--- src/rtl/pipelined_barrel_shifter_pkg.sv ---
// Shared types and elaboration helpers for the pipelined barrel shifter.
package barrel_shifter_pkg;

  typedef struct packed {
    logic shift_left;
    logic is_signed;
    logic rotate;
  } stage_ctrl_t;

  // Levels per stage: ceiling split so the final stage absorbs the remainder.
  function automatic int levels_per_stage(input int shamt_w, input int stages);
    return (shamt_w + stages - 1) / stages;
  endfunction

endpackage

--- src/rtl/pipelined_barrel_shifter_shift_level.sv ---
// One combinational 2**LEVEL step of the barrel shifter, covering every shift/rotate mode.
module shift_level
  import barrel_shifter_pkg::*;
#(
  parameter int DATA_W = 32,
  parameter int LEVEL  = 0
) (
  input  stage_ctrl_t       i_ctrl,
  input  logic              i_en,
  input  logic [DATA_W-1:0] i_data,
  output logic [DATA_W-1:0] o_data
);

  localparam int DIST = 1 << LEVEL;

  // Arithmetic fill reuses the current MSB, which still holds the operand sign after earlier levels.
  always_comb begin
    o_data = i_data;
    if (i_en) begin
      if (i_ctrl.rotate) begin
        if (i_ctrl.shift_left) begin
          o_data = {i_data[DATA_W-1-DIST:0], i_data[DATA_W-1:DATA_W-DIST]};
        end else begin
          o_data = {i_data[DIST-1:0], i_data[DATA_W-1:DIST]};
        end
      end else if (i_ctrl.shift_left) begin
        o_data = i_data << DIST;
      end else if (i_ctrl.is_signed) begin
        o_data = $signed(i_data) >>> DIST;
      end else begin
        o_data = i_data >> DIST;
      end
    end
  end

endmodule

--- src/rtl/pipelined_barrel_shifter.sv ---
// Pipelined shift/rotate unit with valid/ready handshake, global stall and a pass-through tag.
module pipelined_barrel_shifter
  import barrel_shifter_pkg::*;
#(
  parameter int DATA_W  = 32,
  parameter int SHAMT_W = $clog2(DATA_W),
  parameter int STAGES  = 2,
  parameter int TAG_W   = 4
) (
  input  logic               i_clk,
  input  logic               i_rst,
  input  logic               i_valid,
  output logic               o_ready,
  input  logic               i_shift_left,
  input  logic               i_signed,
  input  logic               i_rotate,
  input  logic [SHAMT_W-1:0] i_shift_amt,
  input  logic [DATA_W-1:0]  i_data,
  input  logic [TAG_W-1:0]   i_tag,
  output logic               o_valid,
  input  logic               i_ready,
  output logic [DATA_W-1:0]  o_data,
  output logic [TAG_W-1:0]   o_tag
);

  localparam int LPS = levels_per_stage(SHAMT_W, STAGES);

  // Index s of the *_p arrays is the input side of stage s; index STAGES is the output.
  logic               adv;
  logic               valid_p   [STAGES+1];
  logic [TAG_W-1:0]   tag_p     [STAGES+1];
  logic [DATA_W-1:0]  data_p    [STAGES+1];
  stage_ctrl_t        ctrl_p    [STAGES];
  logic [SHAMT_W-1:0] amt_p     [STAGES];
  logic [DATA_W-1:0]  stage_res [STAGES];
  logic [DATA_W-1:0]  lvl_in    [SHAMT_W];
  logic [DATA_W-1:0]  lvl_out   [SHAMT_W];

  assign adv      = ~valid_p[STAGES] | i_ready;
  assign o_ready  = adv;
  assign o_valid  = valid_p[STAGES];
  assign o_data   = data_p[STAGES];
  assign o_tag    = tag_p[STAGES];

  // Rotate takes precedence, so the signed flag is dropped for rotates right at the entry.
  assign valid_p[0] = i_valid & adv;
  assign tag_p[0]   = i_tag;
  assign data_p[0]  = i_data;
  assign amt_p[0]   = i_shift_amt;
  assign ctrl_p[0]  = '{shift_left: i_shift_left,
                        is_signed:  i_signed & ~i_rotate,
                        rotate:     i_rotate};

  for (genvar k = 0; k < SHAMT_W; k++) begin : g_level
    localparam int ST = k / LPS;

    if (k % LPS == 0) begin : g_first
      assign lvl_in[k] = data_p[ST];
    end else begin : g_chain
      assign lvl_in[k] = lvl_out[k-1];
    end

    shift_level #(
      .DATA_W (DATA_W),
      .LEVEL  (k)
    ) u_level (
      .i_ctrl (ctrl_p[ST]),
      .i_en   (amt_p[ST][k]),
      .i_data (lvl_in[k]),
      .o_data (lvl_out[k])
    );
  end

  for (genvar s = 0; s < STAGES; s++) begin : g_stage
    localparam int FIRST = s * LPS;
    localparam int LAST  = (((s + 1) * LPS < SHAMT_W) ? (s + 1) * LPS : SHAMT_W) - 1;

    // A stage left with no levels by the ceiling split is a plain register slice.
    if (FIRST < SHAMT_W) begin : g_work
      assign stage_res[s] = lvl_out[LAST];
    end else begin : g_pass
      assign stage_res[s] = data_p[s];
    end

    logic              valid_d, valid_q;
    logic [TAG_W-1:0]  tag_d, tag_q;
    logic [DATA_W-1:0] data_d, data_q;

    always_comb begin
      valid_d = valid_q;
      tag_d   = tag_q;
      data_d  = data_q;
      if (adv) begin
        valid_d = valid_p[s];
        tag_d   = tag_p[s];
        data_d  = stage_res[s];
      end
    end

    always_ff @(posedge i_clk or posedge i_rst) begin
      if (i_rst) begin
        valid_q <= 1'b0;
        tag_q   <= '0;
        data_q  <= '0;
      end else begin
        valid_q <= valid_d;
        tag_q   <= tag_d;
        data_q  <= data_d;
      end
    end

    assign valid_p[s+1] = valid_q;
    assign tag_p[s+1]   = tag_q;
    assign data_p[s+1]  = data_q;

    // Mode and distance travel only as far as a later stage still needs them.
    if (s < STAGES - 1) begin : g_fwd
      stage_ctrl_t        ctrl_d, ctrl_q;
      logic [SHAMT_W-1:0] amt_d, amt_q;

      always_comb begin
        ctrl_d = ctrl_q;
        amt_d  = amt_q;
        if (adv) begin
          ctrl_d = ctrl_p[s];
          amt_d  = amt_p[s];
        end
      end

      always_ff @(posedge i_clk or posedge i_rst) begin
        if (i_rst) begin
          ctrl_q <= '0;
          amt_q  <= '0;
        end else begin
          ctrl_q <= ctrl_d;
          amt_q  <= amt_d;
        end
      end

      assign ctrl_p[s+1] = ctrl_q;
      assign amt_p[s+1]  = amt_q;
    end
  end

endmodule
--- config.mk ---
export PLATFORM = sky130hd
export DESIGN_NAME = pipelined_barrel_shifter
export DESIGN_NICKNAME = d
export VERILOG_FILES = /design/src/rtl/pipelined_barrel_shifter_pkg.sv /design/src/rtl/pipelined_barrel_shifter_shift_level.sv /design/src/rtl/pipelined_barrel_shifter.sv
export SDC_FILE = /design/constraint.sdc
export NUM_CORES = 1
export LEC_CHECK = 0
export BUFFER_PORTS_ARGS = -buffer_cell sky130_fd_sc_hd__buf_4
export CORE_MARGIN = 10
export CORE_UTILIZATION = 25
export CTS_CLUSTER_SIZE = 25
export DETAILED_ROUTE_END_ITERATION = 10
export GPL_TIMING_DRIVEN = 0
export PLACE_DENSITY = 0.39
export SLEW_MARGIN = 20
export SYNTH_ARGS = -nofsm -noshare
export SYNTH_HDL_FRONTEND = slang
export SYNTH_SLANG_ARGS = --single-unit
export TNS_END_PERCENT = 10
--- constraint.sdc ---
create_clock -name i_clk -period 3.84 [get_ports i_clk]
set_clock_uncertainty 0.05 [all_clocks]
set_input_delay 0.384 -clock i_clk [delete_from_list [all_inputs] [get_ports i_clk]]
set_output_delay 0.384 -clock i_clk [all_outputs]
set_load 0.05 [all_outputs]
==> impl_metrics.toml <==
[outcome]
outcome = "complete, no violations"

[layout]
drive_gt1_share_pct = 18.35
fin_nets = 991
nFillCells = 2878
ff_latch_area_mm2 = 0.001977
antenna_cells = 0
syn_to_final_growth_pct = 20.58
multiInputGateArea_mm2 = 0.004209

[drt]
drt_iter0_drc = 786
met1_length_um = 15010
wl_um = 33480
dr_total_vias = 7295
wl_met2_um = 15350
dr_wl_met3_um = 2114
top_layer_used = "met4"
firstDrtPassIters = 6
ant_nets = 0
viasPerCell = 5.686
wire_per_inst_um = 26.10
drc = 0

[setup_path]
cp.buffers_inverters = 5
worstPathMaxFanout = 10
slowest_delay_ns = 0.60
critPathLaunchType = "flip-flop"
end_kind = "output port"
cp_top_family = "buffers and inverters"
crit_path_top_delay_cell = "clkbuf_1"
path_class = "flip-flop to output port"
arrival_ns = 2.56
cp_cell_sequence = "nor2b_1 -> buf_2 -> clkinv_1 -> clkbuf_1 -> buf_1 -> buf_4"
critPathRequiredTime_ns = 3.41

[floorplan]
start_util_pct = 25.37
rows = 59
dieArea_mm2 = 0.03334
core_area_mm2 = 0.02606
die_w_um = 182.6
dieHeight_um = 182.6
io_pins = 86

[cts]
cts.path.max_buffers = 2
cts_made_buffers = 9
cts_sinks = 79
cts.hold.buffers_added = 0
htree_levels = 3
path_clk_slew_ns = 0.08
cts_resized = 0
clk_latency_ns = 0.35
cts_tree = "yes"
root_buffer = "clkbuf_16"
postCtsSetupRepairBufs = 0

[yosys]
synth_mux_area_share_pct = 14.20
syn_area_mm2 = 0.006610
synth_simple_gate_area_share_pct = 19.69
async_flop_share_pct = 100.0
synthDistinctLibCells = 64
synth_edf_count = 0
synth_flop_cell = "dfrtp_1"
ys_ff_latch = 79
synth_top_family_by_area = "compound AO/OA/AOI/OAI gates"
postSynthNetCount = 896
synthTopCellsByArea = "dfrtp_1 30%, mux2i_1 10%, nor2_1 6.8%, nand2_1 6.4%, a21oi_1 5.5%"
synthDominantCellAreaShare_pct = 29.91
synth_compound_area_share_pct = 29.79
yosysMostFrequentCell = "nor2_1"
yosysTopAreaCell = "dfrtp_1"
yosys-top-cells-count = "119 x nor2_1, 112 x nand2_1, 79 x dfrtp_1"
synthAdderAreaFrac_pct = 0
synthXorXnorAreaFrac_pct = 0
ys_seq_area_share_pct = 29.91
netlist_instances = 848
synth-warning-count = 0
syn_area_per_cell_um2 = 7.795

[grt]
first_global_vias = 7459
grt_max_degree = 43
grt_pass1_wl_um = 50150
grt.total_usage_pct = 19.59
grt-ovfl-total = 0
antenna_found_initial = 0

[placed_design]
port_buffers = 83
dp_worst_setup_slack_ns = 1.190
place.gp.congestion = 0.9111
dp_hpwl_um = 25240

[pwr]
total_power_mw = 3.914
p_leak_nw = 3.422
power_density_mw_per_mm2 = 491.0
peakVddDrop_v = 0.0003667

[timing]
tns_ns = 0
finalHoldViolCount = 0
period_share_pct = 77.95
setup_viol = 0
worstMarginPinSlew_ns = 1.079
timing.fmax_ghz = 0.3341
fin_ws_ns = 0.8469
slew_viol_final = 0
finalHoldWorstSlack_ns = 0.04143
rsz0062_at_grt = "no"
min_period_ns = 2.993
relSlewSlack_pct = 27.80

[worst_hold_path]
min_path_type = "input pin to asynchronous set/reset pin"

[run]
cap_violations = 0
-- cell usage in the layout, fill, tap and decap left out, drive strengths merged, types with 12 or more instances in the layout --
cell / Yosys / layout
nand3: 17 / 17
a211oi: 33 / 33
nor3: 19 / 19
a31oi: 19 / 19
nor2: 119 / 119
buf: 45 / 129
o21ai: 56 / 56
mux2: 20 / 20
inv: 10 / 16
dfrtp: 79 / 79
nand2: 113 / 113
a21oi: 72 / 72
o22ai: 12 / 12
a221oi: 13 / 13
clkbuf: 25 / 34
nand2b: 21 / 21
mux2i: 69 / 69
-- registers in the layout, indices dropped and copies added (netlist names) --
register / count
g_stage.g_fwd.amt_q: 2
o_data: 32
g_stage.data_q: 32
o_tag: 4
o_valid: 1
g_stage.tag_q: 4
ctrl_p: 3
g_stage.valid_q: 1
-- power by group --
part           switching, mW  total [mW]  internal (mW)
clock network          0.426       0.888          0.462
logic                   1.23        1.82          0.586
registers              0.184        1.21           1.02
-- cell families (layout without fill, tap and decap cells) --
| group | Yosys count | after routing |
|---|---|---|
| AND/OR/NAND/NOR | 306 | 306 |
| flip-flops | 79 | 79 |
| buffers and inverters | 83 | 183 |
| AO/OA/AOI/OAI | 290 | 290 |
| multiplexers | 90 | 90 |
-- worst paths after layout --
path                       slack, ns  cells after the start                               endpoint                      startpoint
setup / recovery                0.85                      6                                o_ready             o_valid$_DFFE_PP0N_
min in group i_clk              0.18                      3  g_stage[0].g_fwd.amt_q[3]$_DFFE_PP0N_                  i_shift_amt[3]
setup reg to reg                1.39                      7      g_stage[0].data_q[22]$_DFFE_PP0N_             o_valid$_DFFE_PP0N_
hold reg to reg                 0.42                      2         g_stage[0].valid_q$_DFFE_PP0N_  g_stage[0].valid_q$_DFFE_PP0N_
max in group asynchronous       3.09                      3      g_stage[0].data_q[13]$_DFFE_PP0N_                           i_rst
hold / removal                  0.04                      2                  o_data[8]$_DFFE_PP0N_                           i_rst
-- area by class of cell --
class | instances | share of cell area [%]
inverter | 13 | 0.6436
clock inverter | 7 | 0.8791
clock buffer | 9 | 2.826
timing repair buffer | 84 | 8.069
multi-input combinational | 686 | 52.81
tap | 335 | 5.259
buffer | 70 | 4.710
sequential | 79 | 24.80
-- metal layers --
layer / vias to the layer above / global-route usage (%)
met5: - / 0
met4: 0 / 6.801
met3: 60 / 3.027
met2: 335 / 31.03
met1: 3577 / 26.39
li1: 3323 / -
-- per-stage QoR --
stage	cell area, um^2	utilization [%]	instances
3_5_place_dp	7675	29.45	1267
4_1_cts	7970	30.59	1283
6_report	7970	30.59	1283
5_1_grt	7970	30.59	1283
3_3_place_gp	7652	29.37	1266
2_1_floorplan	6610	-	848
No activity file was read; power rests on OpenSTA's default activity.
